==> src/rtl/sram_like_arbiter.sv <==
// Shares one sram-like bus between inst fetch and data memory: 1-cycle arbitration, one transaction in flight,
// losers held off with addr_ok=0 until idle. Define ARB_RR_EN for round-robin, otherwise data has fixed priority.
module sram_like_arbiter #(
  parameter int ADDR_W = 32,
  parameter int DATA_W = 32
) (
  input  logic              clk,
  input  logic              resetn,
  input  logic              inst_req,
  input  logic              inst_wr,
  input  logic [1:0]        inst_size,
  input  logic [ADDR_W-1:0] inst_addr,
  input  logic [DATA_W-1:0] inst_wdata,
  output logic              inst_addr_ok,
  output logic              inst_data_ok,
  output logic [DATA_W-1:0] inst_rdata,
  input  logic              data_req,
  input  logic              data_wr,
  input  logic [1:0]        data_size,
  input  logic [ADDR_W-1:0] data_addr,
  input  logic [DATA_W-1:0] data_wdata,
  output logic              data_addr_ok,
  output logic              data_data_ok,
  output logic [DATA_W-1:0] data_rdata,
  output logic              bus_req,
  output logic              bus_wr,
  output logic [1:0]        bus_size,
  output logic [ADDR_W-1:0] bus_addr,
  output logic [DATA_W-1:0] bus_wdata,
  input  logic              bus_addr_ok,
  input  logic              bus_data_ok,
  input  logic [DATA_W-1:0] bus_rdata,
  output logic              busy
);

  typedef enum logic [1:0] {
    IDLE = 2'b00,
    ADDR = 2'b01,
    DATA = 2'b10
  } state_t;

  state_t state, state_nxt;
  logic   grant, grant_nxt;
  logic   last, last_nxt;
  logic   pick;
  logic   addr_hs;
  logic   data_hs;

`ifdef ARB_RR_EN
  // On a tie the requester that was not served last wins.
  assign pick = (inst_req && data_req) ? ~last : data_req;
`else
  assign pick = data_req;
`endif

  always_ff @(posedge clk or negedge resetn) begin
    if (!resetn) begin
      state <= IDLE;
      grant <= 1'b0;
      last  <= 1'b1;
    end else begin
      state <= state_nxt;
      grant <= grant_nxt;
      last  <= last_nxt;
    end
  end

  always_comb begin
    state_nxt = state;
    grant_nxt = grant;
    last_nxt  = last;
    case (state)
      IDLE: begin
        if (inst_req || data_req) begin
          grant_nxt = pick;
          state_nxt = ADDR;
        end
      end
      ADDR: begin
        if (addr_hs) state_nxt = DATA;
      end
      DATA: begin
        if (bus_data_ok) begin
          last_nxt  = grant;
          state_nxt = IDLE;
        end
      end
      default: state_nxt = IDLE;
    endcase
  end

  // A granted requester that drops req mid-ADDR just parks the bus request low.
  assign bus_req = (state == ADDR) && (grant ? data_req : inst_req);
  assign addr_hs = bus_req && bus_addr_ok;
  assign data_hs = (state == DATA) && bus_data_ok;

  always_comb begin
    bus_wr    = 1'b0;
    bus_size  = '0;
    bus_addr  = '0;
    bus_wdata = '0;
    if (state == ADDR) begin
      if (grant) begin
        bus_wr    = data_wr;
        bus_size  = data_size;
        bus_addr  = data_addr;
        bus_wdata = data_wdata;
      end else begin
        bus_wr    = inst_wr;
        bus_size  = inst_size;
        bus_addr  = inst_addr;
        bus_wdata = inst_wdata;
      end
    end
  end

  assign inst_addr_ok = addr_hs && !grant;
  assign data_addr_ok = addr_hs && grant;
  assign inst_data_ok = data_hs && !grant;
  assign data_data_ok = data_hs && grant;
  assign inst_rdata   = inst_data_ok ? bus_rdata : '0;
  assign data_rdata   = data_data_ok ? bus_rdata : '0;
  assign busy         = (state != IDLE);

endmodule

==> config.mk <==
export PLATFORM = sky130hd
export DESIGN_NAME = sram_like_arbiter
export DESIGN_NICKNAME = d
export VERILOG_FILES = /design/src/rtl/sram_like_arbiter.sv
export SDC_FILE = /design/constraint.sdc
export NUM_CORES = 1
export LEC_CHECK = 0
export BUFFER_PORTS_ARGS = -buffer_cell sky130_fd_sc_hd__clkbuf_2
export CAP_MARGIN = 15
export CELL_PAD_IN_SITES_DETAIL_PLACEMENT = 2
export CELL_PAD_IN_SITES_GLOBAL_PLACEMENT = 2
export CORE_MARGIN = 3
export CORE_UTILIZATION = 10
export DETAILED_ROUTE_END_ITERATION = 8
export PLACE_DENSITY = 0.81
export SYNTH_ARGS = -nofsm -noshare
export SYNTH_HDL_FRONTEND = slang
export SYNTH_SLANG_ARGS = --single-unit
==> constraint.sdc <==
create_clock -name clk -period 1.7 [get_ports clk]
set_input_delay 0.34 -clock clk [delete_from_list [all_inputs] [get_ports clk]]
set_output_delay 0.34 -clock clk [all_outputs]
set_load 0.01 [all_outputs]
Word level (Yosys, flattened, before mapping)
Index checks and enable logic that the tools add are counted.

storage, ports and cells
  register bits after elaboration = 3
  logic and storage cells = 35

cells by class
  eq/ne operators = 5
  muxes and demuxes = 15
  reduce and logical (&&, ||, !) cells = 13

operators with widths
  cell                                                             count
  32-bit two-way mux                                               6
  2-bit two-way mux                                                5
  1-bit logical AND                                                7
  2-bit inequality test, second input constant                     3
  2-bit case mux with 3 select lines                               1
  1-bit two-way mux                                                3
  3-bit AND reduction                                              1
  2-bit by 1-bit == test with 1-bit output, second input constant  1
  2-bit == test, second input constant                             1
  2-bit logical NOT                                                1
  2-bit AND reduction                                              1
  2-bit nonzero test                                               1
  1-bit logical NOT                                                1
  1-bit logical OR                                                 1

Logic depth before layout (Yosys ltp)
Gate-level depths: netlist of run 1.

  word-level depth = 5
  gate-level depth with buffers = 5
  depth with buffers taken out = 2

Worst setup path before layout of run 1
No wires, ideal clock.

  path type = register to output
  from = reg grant
  to = out inst_rdata[22]
  arrival time = 1.172 ns
  data required time = 1.360 ns
  setup slack = 0.188 ns
  stages on the path, launching flop included = 5
  cells stage by stage = dfrtp_1 -> buf_2 -> and4bb_1 -> buf_2 -> and2_1

between the ends
  word-level cells in the longest chain between the ends = 3

ends and longest elaborated chain
  element                 line  RTL
  start, declared         43    logic grant, grant_nxt;
  start signal, assigned  63    grant <= grant_nxt;
  1-bit logical NOT       119   assign inst_data_ok = data_hs && !grant;
  1-bit logical AND       119
  named net inst_data_ok  15    output logic inst_data_ok,
  32-bit two-way mux      121   assign inst_rdata = inst_data_ok ? bus_rdata : '0;
  end, declared           16    output logic [DATA_W-1:0] inst_rdata,

The timed path passes the listed nets, and every way through them passes these cells.

Final worst setup path of run 1
  from = reg grant
  to = out inst_rdata[9]

between the ends
  word-level cells in the longest chain between the ends = 3

ends and longest elaborated chain
  element             line
  1-bit logical NOT   119
  1-bit logical AND   119
  32-bit two-way mux  121

Every way passes these cells.

==> results.txt, run 1 <==
status: complete, but fails checks
failing checks: negative setup slack
GRT overflow: 0
Net Sw Power: 0.002621 W
CTS tree: yes
DRT iter0 DRCs: 40
first drt pass iteration count: 4
mean post-synth cell area: 6.817 µm²
Area after DPL: 0.003506 mm²
CP required: 1.36 ns
Hold Crit Class: input port to register
row cnt: 46
Synth Area in Compound Gates: 0.01523
crit path max fanout: 33
final instance area: 0.004253 mm²
Syn Nets: 413
area share of fa/ha/maj cells after synthesis: 0
Detailed Place HPWL: 9.959 mm
Cells after DPL: 757
Inserted Clock Buffers: 3
Fin. Hold Viols: 0
# clock sinks: 3
Die ar.: 0.01800 mm²
max cap viols: 0
share of cells above drive strength 1: 0.6802
Residual DRC: 0
min Tclk post-route: 1.860 ns
post-route insts no fill: 782
Simple-Gate Fraction of Synth Area: 0.4433
Skew-Pair Late Insertion Delay: 0.23 ns
maximum VDD drop: 0.6207 mV
main combinational cell family by area after synthesis: simple AND/OR/NAND/NOR gates
Yosys reg bits: 3
unrepaired setup endpoints after global routing: yes
Clk pwr share: 0.069
mux cell area share after synthesis: 0.4143
Final #Nets: 739
actual slew at the worst max-slew pin: 0.2485 ns
slew margin rel.: 0.8296
worst path cell trace: and4bb_1 -> buf_12 -> and2_1 -> clkbuf_2
Setup Viol. Count Final: 133
skew final: 0.0003879 ns
DR WL/cell: 16.97 µm
Setup Crit Path Kind: register to output port
Slowest cell on crit path: dfrtp_4
Port-buffer cells: 308
post-synth cell types: 22
die height: 134.2 µm
crit-path max cell delay: 0.50 ns
first-pass GRT wire length: 17.68 mm
RD Place Congestion: 0.7113
yosys warns: 0
root buf cell: clkbuf_16
Sw Share: 0.4637
final worst slack: -0.1599 ns
Area Overhead vs Synth: 158.9%
setup TNS: -12.48 ns
Sequential Power Share: 0.029
ANT cells: 0
Crit path max-delay family: flip-flops
GR Util All Layers: 0.1218
Combinational Power Share: 0.902
via count: 3029
leakage power: 2.573 nW
number of global-route vias before repair: 3320
WP buf/inv: 2
routed wire length: 13.27 mm
Core Area: 0.01600 mm²
Slew Viols, Final: 0
Syn Std Cell Area: 0.001643 mm²
CTS Buffer Depth: 2
cells after synthesis: 241
total power: 0.005653 W
Worst EP arrival: 1.52 ns
die width: 134.2 µm
pwr dens: 1329 mW/mm²
startpoint class of the critical path: register
sequential area share after synthesis: 0.04570
Final Cycle Share: 1.094
remaining antenna violation count after routing: 0
Worst setup EP type: output port
Clock transition at path regs: 0.03 ns
via/cell ratio: 3.873
I/O pin count: 309
Synth Area in XOR/XNOR: 0
Max Clock Freq: 537.7 MHz
Initial Util: 0.1027
antenna violations before repair: 0
largest net degree at the start of global routing: 34
htree depth: 1
Int Power: 0.003032 W
==> path summary, 6_finish.rpt <==
| kind | to | from | depth (start not counted) | slack, ns |
|---|---|---|---|---|
| max | inst_rdata[9] | grant | 4 | -0.16 |
| min | state[1] | bus_data_ok | 2 | 0.34 |
| max reg2reg | state[0] | grant | 4 | 0.35 |
| min reg2reg | state[0] | state[1] | 3 | 0.71 |
| max in group asynchronous | grant | resetn | 2 | 1.06 |
| min in group asynchronous | state[1] | resetn | 2 | 0.50 |
==> worst reg2reg max path, cell delays in order, from the launching register on <==
cell and delay, ns:
dfrtp_4 0.50, buf_12 0.17, mux2i_4 0.20, buf_4 0.14, o211a_1 0.22
==> through the flow <==
step	utilization	hold slack, ns	setup WS, ns
after floorplan	-	0.04441	0.1882
after detailed placement	0.2191	0.1526	-0.03357
after global placement	0.2191	0.1442	0.07769
final	0.2658	0.3423	-0.1599
after global routing	0.2658	0.3649	-0.2301
after CTS	0.2375	0.3477	-0.1720
==> per-layer routing <==
| metal | vias to the layer above | GRT usage | wire length (µm) |
|---|---|---|---|
| met5 | - | 0 | 0 |
| met1 | 1406 | 0.1227 | 4562 |
| met4 | 0 | 0.02262 | 154 |
| met3 | 11 | 0.03113 | 1046 |
| met2 | 167 | 0.2494 | 7510 |
| li1 | 1445 | - | - |
==> layout make-up <==
cell class                      instances  area [µm²]
Multi-Input combinational cell        214        1580
Inverter                                3       11.26
Tap cell                              216       270.3
Fill cell                            1933       11750
Sequential cell                         3       81.33
Timing Repair Buffer                  342        2231
Clock buffer                            4       78.83
==> power by group through the flow <==
stage                     clock network [W]  logic (W)  registers [W]
after CTS                          0.000393    0.00439       0.000158
after global placement                    0    0.00379       0.000163
after global routing               0.000400    0.00550       0.000177
after detailed placement                  0    0.00384       0.000168
after floorplan                           0    0.00223       0.000130
final                              0.000389    0.00510       0.000166
==> layout by cell type (no fill, tap or decap), drive strengths merged <==
| master | count |
|---|---|
| and4bb | 1 |
| inv | 3 |
| and2 | 64 |
| nor3 | 1 |
| nand2 | 1 |
| clkbuf | 228 |
| buf | 117 |
| or3 | 1 |
| o32ai | 1 |
| nand2b | 2 |
| mux2i | 68 |
| dlygate4sd3 | 1 |
| nand3b | 1 |
| nor3b | 2 |
| dfrtp | 3 |
| and4b | 1 |
| o22ai | 1 |
| or2 | 1 |
| o211a | 1 |
| nor2 | 68 |
==> logic make-up (layout without fill, tap and decap cells) <==
kind of cell | count (synthesis) | in the layout
muxes | 68 | 68
AOI/OAI and AO/OA | 3 | 3
DFF | 3 | 3
and+or+nand+nor | 142 | 143
buffers and inverters | 25 | 349
==> registers in the layout (all words and copies together) (netlist names) <==
| signal | count |
|---|---|
| grant | 1 |
| state | 2 |
==> synthesized netlist by cell type, drive strengths merged <==
cell type	number	area [µm²]
nor3b	2	15.01
or3	1	6.260
buf	21	118.9
nand2	1	3.750
nor3	1	5.000
and4b	1	10.01
and4bb	1	12.51
or2	1	6.260
and2	64	400.4
nand2b	1	6.260
o211a	1	10.01
o22ai	1	6.260
inv	3	11.26
o32ai	1	8.760
mux2i	68	680.7
clkbuf	1	3.750
nand3b	1	7.510
dfrtp	3	75.07
nor2	68	255.2
==> timing repair <==
item                                    CTS  global route
hold buffers                              1             0
endpoints found under the setup margin  130           136
gates resized for setup                  26           150
gates cloned                              3             9
endpoints found under the hold margin     3             0
pin swaps                                 1            16
setup buffers                             5             3
Power figures use the tool's default switching activity.
==> inputs of run 2 (changes only) <==
- ABC_AREA: unset -> 1
- PLACE_DENSITY: 0.81 -> 0.87
- clock period: 1.7 -> 2 ns (I/O delays scaled with it)
==> results.txt, run 2 <==
DR WL/cell: 14.70 µm (was 16.97 µm)
max cap viols: 0 (unchanged)
commonest non-fill, non-tap cells in the layout: clkbuf_2 (308), nand2_1 (143), nor2_1 (67) (was clkbuf_2 (218), buf_2 (66), nor2_1 (63))
slew margin rel.: 0.8151 (was 0.8296)
Regs by FF count: state x2, grant x1 (unchanged)
reg2reg end: state[0] (unchanged)
skew final: 0.0003341 ns (was 0.0003879 ns)
worst r2r src: grant (unchanged)
unrepaired setup endpoints after global routing: no (was yes)
remaining antenna violation count after routing: 0 (unchanged)
Setup Crit Path Kind: register to output port (unchanged)
dpl ws: 0.1930 ns (was -0.03357 ns)
maximum VDD drop: 0.4392 mV (was 0.6207 mV)
most frequent cell after synthesis: nand2_1
Hold Crit Start: data_req (was bus_data_ok)
crit path max fanout: 39 (was 33)
R2R setup slack: 0.74 ns (was 0.35 ns)
hold path depth: 3 (was 2)
top_reg_cell synth: dfrtp_1 (unchanged)
Die ar.: 0.01855 mm² (was 0.01800 mm²)
worst r2r path cells: 6 (was 4)
Inserted Clock Buffers: 3 (unchanged)
actual slew at the worst max-slew pin: 0.2745 ns (was 0.2485 ns)
number of flip-flops in the largest register: 2 (unchanged)
DRT iter0 DRCs: 63 (was 40)
htree depth: 1 (unchanged)
CTS tree: yes (unchanged)
Hold Crit Class: input port to register (unchanged)
Slew Viols, Final: 0 (unchanged)
Top reg by flops: state (unchanged)
cells after synthesis: 353 (was 241)
final worst slack: 0.1030 ns (was -0.1599 ns)
Final #Nets: 825 (was 739)
Skew-Pair Late Insertion Delay: 0.23 ns (about the same)
Min-Delay Endpoint: grant (was state[1])
largest net degree at the start of global routing: 45 (was 34)
die width: 136.2 µm (was 134.2 µm)
top-area cell type share of the netlist area: 0.3166 (was 0.4143)
number of global-route vias before repair: 3682 (was 3320)
share of cells above drive strength 1: 0.5445 (was 0.6802)
status: finished clean (was complete, but fails checks)
min Tclk post-route: 1.897 ns
CP required: 1.60 ns (was 1.36 ns)
async set or reset register ratio after synthesis: 1.000 (unchanged)
post-synth cell types: 16 (was 22)
Syn Std Cell Area: 0.001695 mm² (was 0.001643 mm²)
GRT overflow: 0 (unchanged)
Final Cycle Share: 0.9485
Max Clock Freq: 527.1 MHz
Syn Nets: 525 (was 413)
Core Area: 0.01623 mm² (was 0.01600 mm²)
Residual DRC: 0 (unchanged)
startpoint class of the critical path: register (unchanged)
routed wire length: 12.76 mm (was 13.27 mm)
die height: 136.2 µm (was 134.2 µm)
Port-buffer cells: 308 (unchanged)
Util after Layout: 0.2226 (was 0.2658)
Synth area leader: nand2_1 (was mux2i_1)
via/cell ratio: 3.937 (was 3.873)
Detailed Place HPWL: 10.86 mm (was 9.959 mm)
yosys warns: 0 (unchanged)
Clock transition at path regs: 0.03 ns (about the same)
setup TNS: 0 ns (was -12.48 ns)
GR Util All Layers: 0.1264 (was 0.1218)
# clock sinks: 3 (unchanged)
root buf cell: clkbuf_16 (unchanged)
via count: 3417 (was 3029)
Area Overhead vs Synth: 113.1% (was 158.9%)
I/O pin count: 309 (unchanged)
first-pass GRT wire length: 18.46 mm (was 17.68 mm)
pwr dens: 1108 mW/mm² (was 1329 mW/mm²)
RD Place Congestion: 0.7778 (was 0.7113)
CTS Buffer Depth: 2 (unchanged)
sequential area share after synthesis: 0.04428 (was 0.04570)
Post-synth top cells: nand2_1 (143), nor2_1 (67), a21oi_1 (48), inv_1 (36), a21oi_2 (20) (was mux2i_1 (68), nor2_1 (68), and2_1 (64), buf_2 (17))
area of the multi-input gates: 0.001280 mm² (was 0.001580 mm²)
Worst EP arrival: 1.50 ns (was 1.52 ns)
leakage power: 2.317 nW (was 2.573 nW)
ANT cells: 0 (unchanged)
commonest non-fill, non-tap cell in the layout: clkbuf_2 (unchanged)
antenna violations before repair: 0 (unchanged)
EDFF count, synth: 0 (unchanged)
Setup Viol. Count Final: 0 (was 133)
Fin. Hold Viols: 0 (unchanged)
Yosys reg bits: 3 (unchanged)
row cnt: 46 (unchanged)
Worst setup EP type: output port (unchanged)
fillers: 2118 (was 1933)
mean post-synth cell area: 4.803 µm² (was 6.817 µm²)
Initial Util: 0.1045 (was 0.1027)
Synth area leaders: nand2_1 (32%), nor2_1 (15%), a21oi_1 (14%), a21oi_2 (10%), inv_1 (8.0%) (was mux2i_1 (41%), and2_1 (24%), nor2_1 (16%), buf_2 (5.2%), dfrtp_1 (4.6%))
Register Area: 77.57 µm² (was 81.33 µm²)
first drt pass iteration count: 4 (unchanged)
-- run 2: kinds of logic after synthesis --
logic type             count (synthesis)  share of synthesized area
DFF                                    3                    0.04428
AOI/OAI and AO/OA                     70                     0.2509
buffers and inverters                 66                     0.2052
and+or+nand+nor                      214                     0.4996
-- run 2: metal layers --
metal	vias to the layer above	part of all wire	track usage
met2	183	0.54	0.2545
met5	-	0	0
met1	1548	0.34	0.1218
li1	1668	-	-
met4	0	0.021	0.04367
met3	18	0.10	0.03331
-- run 2: critical path: stages (launching register included) --
cell      delay, ns
dfrtp_2        0.47
nor2_4         0.15
inv_2          0.10
buf_12         0.19
a21oi_1        0.18
clkbuf_2       0.16
-- run 2: worst max-delay path by stage --
stage | start | to | slack [ns] | cells past startpoint
6_report | state[1] | bus_addr[12] | 0.10 | 5
5_1_grt | grant | bus_addr[5] | 0.006 | 5
4_1_cts | grant | bus_addr[27] | 0.02 | 5
3_5_place_dp | state[0] | data_rdata[16] | 0.19 | 5
3_3_place_gp | grant | data_addr_ok | 0.26 | 6
2_1_floorplan | grant | bus_wdata[22] | 0.50 | 5
-- run 2: cell type report --
cell class	count	area share
clock buffer	4	0.02182
inverter	38	0.04018
timing repair buffer	323	0.4874
multi-input combinational	284	0.3543
tap	216	0.07482
sequential	3	0.02148
-- run 2: stage by stage --
step           power [W]  area [µm²]  std cells  hold WS, ns
4_1_cts         0.004102        3600        868       0.4468
3_3_place_gp    0.003515        3436        858       0.2028
3_5_place_dp    0.003592        3436        858       0.2033
6_report        0.004002        3612        868       0.4394
2_1_floorplan   0.002199        1695        353       0.1044
5_1_grt         0.004420        3612        868       0.4694
-- run 2: report_power, final --
group	total, W	internal [W]	switching (W)
Clock	0.000323	0.000263	0.0000593
Sequential	0.000141	0.0000928	0.0000480
Combinational	0.00354	0.00133	0.00220
-- run 2: what timing repair did --
action                     4_1_cts  5_1_grt
buffers inserted                 4        0
gates resized for setup          0        5
setup endpoints to repair       21       69
cloned                           1        0
hold endpoints to repair         3        0
hold buffers                     1        0
pin swaps                        1        0
==> inputs of run 3 (changes only) <==
- CTS_CLUSTER_SIZE: unset -> 28
- TNS_END_PERCENT: unset -> 10
- clock period: 2 -> 1.94 ns (I/O delays scaled with it)
==> results.txt, run 3 (same netlist as run 2, synthesis figures left out) <==
max cap viols: 0 (unchanged)
GR Util All Layers: 0.1253 (was 0.1264)
DRT iter0 DRCs: 51 (was 63)
Hold Crit Start: data_req (unchanged)
Core Area: 0.01623 mm² (unchanged)
ANT cells: 0 (unchanged)
fillers: 2134 (was 2118)
status: finished clean (unchanged)
DR WL met2: 7.198 mm (was 6.838 mm)
commonest non-fill, non-tap cell in the layout: clkbuf_2 (unchanged)
R2R setup slack: 0.57 ns (was 0.74 ns)
Die ar.: 0.01855 mm² (unchanged)
leakage power: 2.348 nW (was 2.317 nW)
maximum VDD drop: 0.5395 mV (was 0.4392 mV)
M1 WL: 4.311 mm (was 4.309 mm)
CP required: 1.55 ns (was 1.60 ns)
Initial Util: 0.1045 (unchanged)
worst r2r path cells: 8 (was 6)
slew margin rel.: 0.8466 (was 0.8151)
RD Place Congestion: 0.7711 (was 0.7778)
first-pass GRT wire length: 18.67 mm (was 18.46 mm)
Int Power: 0.001925 W (was 0.001690 W)
met3 wire length: 1.377 mm (was 1.339 mm)
crit path from: grant (was state[1])
Inserted Clock Buffers: 3 (unchanged)
Hold Crit Class: input port to register (unchanged)
Fin. Hold Viols: 0 (unchanged)
crit path max fanout: 21 (was 39)
Clock transition at path regs: 0.03 ns (about the same)
die width: 136.2 µm (unchanged)
actual slew at the worst max-slew pin: 0.2277 ns (was 0.2745 ns)
Detailed Place HPWL: 10.90 mm (was 10.86 mm)
die height: 136.2 µm (unchanged)
reg2reg end: state[0] (unchanged)
CTS tree: yes (unchanged)
Sequential Power Share: 0.034 (was 0.035)
via/cell ratio: 4.007 (was 3.937)
hold path depth: 3 (unchanged)
first drt pass iteration count: 3 (was 4)
# clock sinks: 3 (unchanged)
worst r2r src: grant (unchanged)
worst path cell trace: clkinv_4 -> buf_12 -> buf_12 -> nand2_1 -> a21oi_2 -> clkbuf_2 (was nor2_4 -> inv_2 -> buf_12 -> a21oi_1 -> clkbuf_2)
Min-Delay Endpoint: grant (unchanged)
Net Sw Power: 0.002463 W (was 0.002312 W)
root buf cell: clkbuf_16 (unchanged)
post-route insts no fill: 872 (was 868)
commonest non-fill, non-tap cells in the layout: clkbuf_2 (296), nand2_1 (143), nor2_1 (65) (was clkbuf_2 (308), nand2_1 (143), nor2_1 (67))
Util after Layout: 0.2283 (was 0.2226)
row cnt: 46 (unchanged)
via count: 3494 (was 3417)
DR top layer: met4 (unchanged)
most common cell type on the critical path: buf_12
Clk pwr share: 0.076 (was 0.081)
crit-path max cell delay: 0.45 ns (was 0.47 ns)
pwr dens: 1184 mW/mm² (was 1108 mW/mm²)
unrepaired setup endpoints after global routing: yes (was no)
Setup Crit Path Kind: register to output port (unchanged)
DR WL/cell: 15.01 µm (was 14.70 µm)
I/O pin count: 309 (unchanged)
Area Overhead vs Synth: 118.6% (was 113.1%)
Cells after DPL: 861 (was 858)
Setup Viol. Count Final: 0 (unchanged)
number of global-route vias before repair: 3778 (was 3682)
Combinational Power Share: 0.890 (was 0.884)
Top reg by flops: state (unchanged)
largest net degree at the start of global routing: 52 (was 45)
share of cells above drive strength 1: 0.5595 (was 0.5445)
Slowest cell on crit path: dfrtp_2 (unchanged)
Area after DPL: 0.003483 mm² (was 0.003436 mm²)
Worst EP arrival: 1.49 ns (was 1.50 ns)
Port-buffer cells: 308 (unchanged)
CTS Buffer Depth: 2 (unchanged)
Final #Nets: 829 (was 825)
setup TNS: 0 ns (unchanged)
final instance area: 0.003706 mm² (was 0.003612 mm²)
min Tclk post-route: 1.882 ns
remaining antenna violation count after routing: 0 (unchanged)
routed wire length: 13.09 mm (was 12.76 mm)
skew final: 0.004139 ns (was 0.0003341 ns)
GRT overflow: 0 (unchanged)
number of flip-flops in the largest register: 2 (unchanged)
Sw Share: 0.5614 (was 0.5777)
Residual DRC: 0 (unchanged)
Skew-Pair Late Insertion Delay: 0.23 ns (about the same)
Slew Viols, Final: 0 (unchanged)
Regs by FF count: state x2, grant x1 (unchanged)
Worst setup EP type: output port (unchanged)
startpoint class of the critical path: register (unchanged)
antenna violations before repair: 0 (unchanged)
Max Clock Freq: 531.3 MHz
Final Cycle Share: 0.9701
htree depth: 1 (unchanged)
run 3: worst max path at each step:
stage | end | slack, ns | cells after the start
floorplan | bus_wdata[22] | 0.45 | 5
global placement | data_addr_ok | 0.21 | 6
detailed placement | bus_addr[26] | 0.17 | 5
CTS | bus_addr[12] | 0.007 | 5
global route | inst_addr_ok | -0.05 | 7
finish | bus_addr[16] | 0.06 | 6
run 3: worst max-delay path: cells and delay by family (launching register included):
kind	cells	cell delay [ns]
buffers and inverters	4	0.56
flip-flops	1	0.45
AO/OA/AOI/OAI	1	0.14
AND/OR/NAND/NOR	1	0.09
run 3: per-stage QoR:
step | total power (W) | worst slack (ns) | hold WS (ns)
after CTS | 0.004253 | 0.007004 | 0.4251
final | 0.004388 | 0.05795 | 0.4225
after detailed placement | 0.003873 | 0.1705 | 0.1896
after global placement | 0.003784 | 0.2068 | 0.1870
after global routing | 0.004827 | -0.05170 | 0.4514
after floorplan | 0.002267 | 0.4539 | 0.09241
run 3: area by class of cell:
type | count | area, µm² | share of cell area
Tap cell | 216 | 270.3 | 0.07292
Inverter | 38 | 150.1 | 0.04051
Multi-Input combinational cell | 284 | 1309 | 0.3531
Timing Repair Buffer | 327 | 1821 | 0.4912
Sequential cell | 3 | 77.57 | 0.02093
Clock buffer | 4 | 78.83 | 0.02127
run 3: power by group through the flow:
stage,Sequential (W),Clock (W),Combinational [W]
detailed placement,0.000145,0,0.00373
floorplan,0.000118,0,0.00215
finish,0.000151,0.000332,0.00390
global placement,0.000142,0,0.00364
CTS,0.000149,0.000337,0.00377
global route,0.000157,0.000345,0.00433
run 3: what timing repair did:
item	in CTS	in global routing
pin swaps	0	1
hold buffers	1	0
cloned	0	2
setup buffers	0	4
gates resized for setup	5	24
endpoints found under the hold margin	3	0
setup endpoints to repair	86	79
run 3: layer usage:
metal | vias up | track usage
li1 | 1677 | -
met1 | 1622 | 0.1207
met2 | 179 | 0.2570
met3 | 16 | 0.03923
met4 | 0 | 0.02464
met5 | - | 0
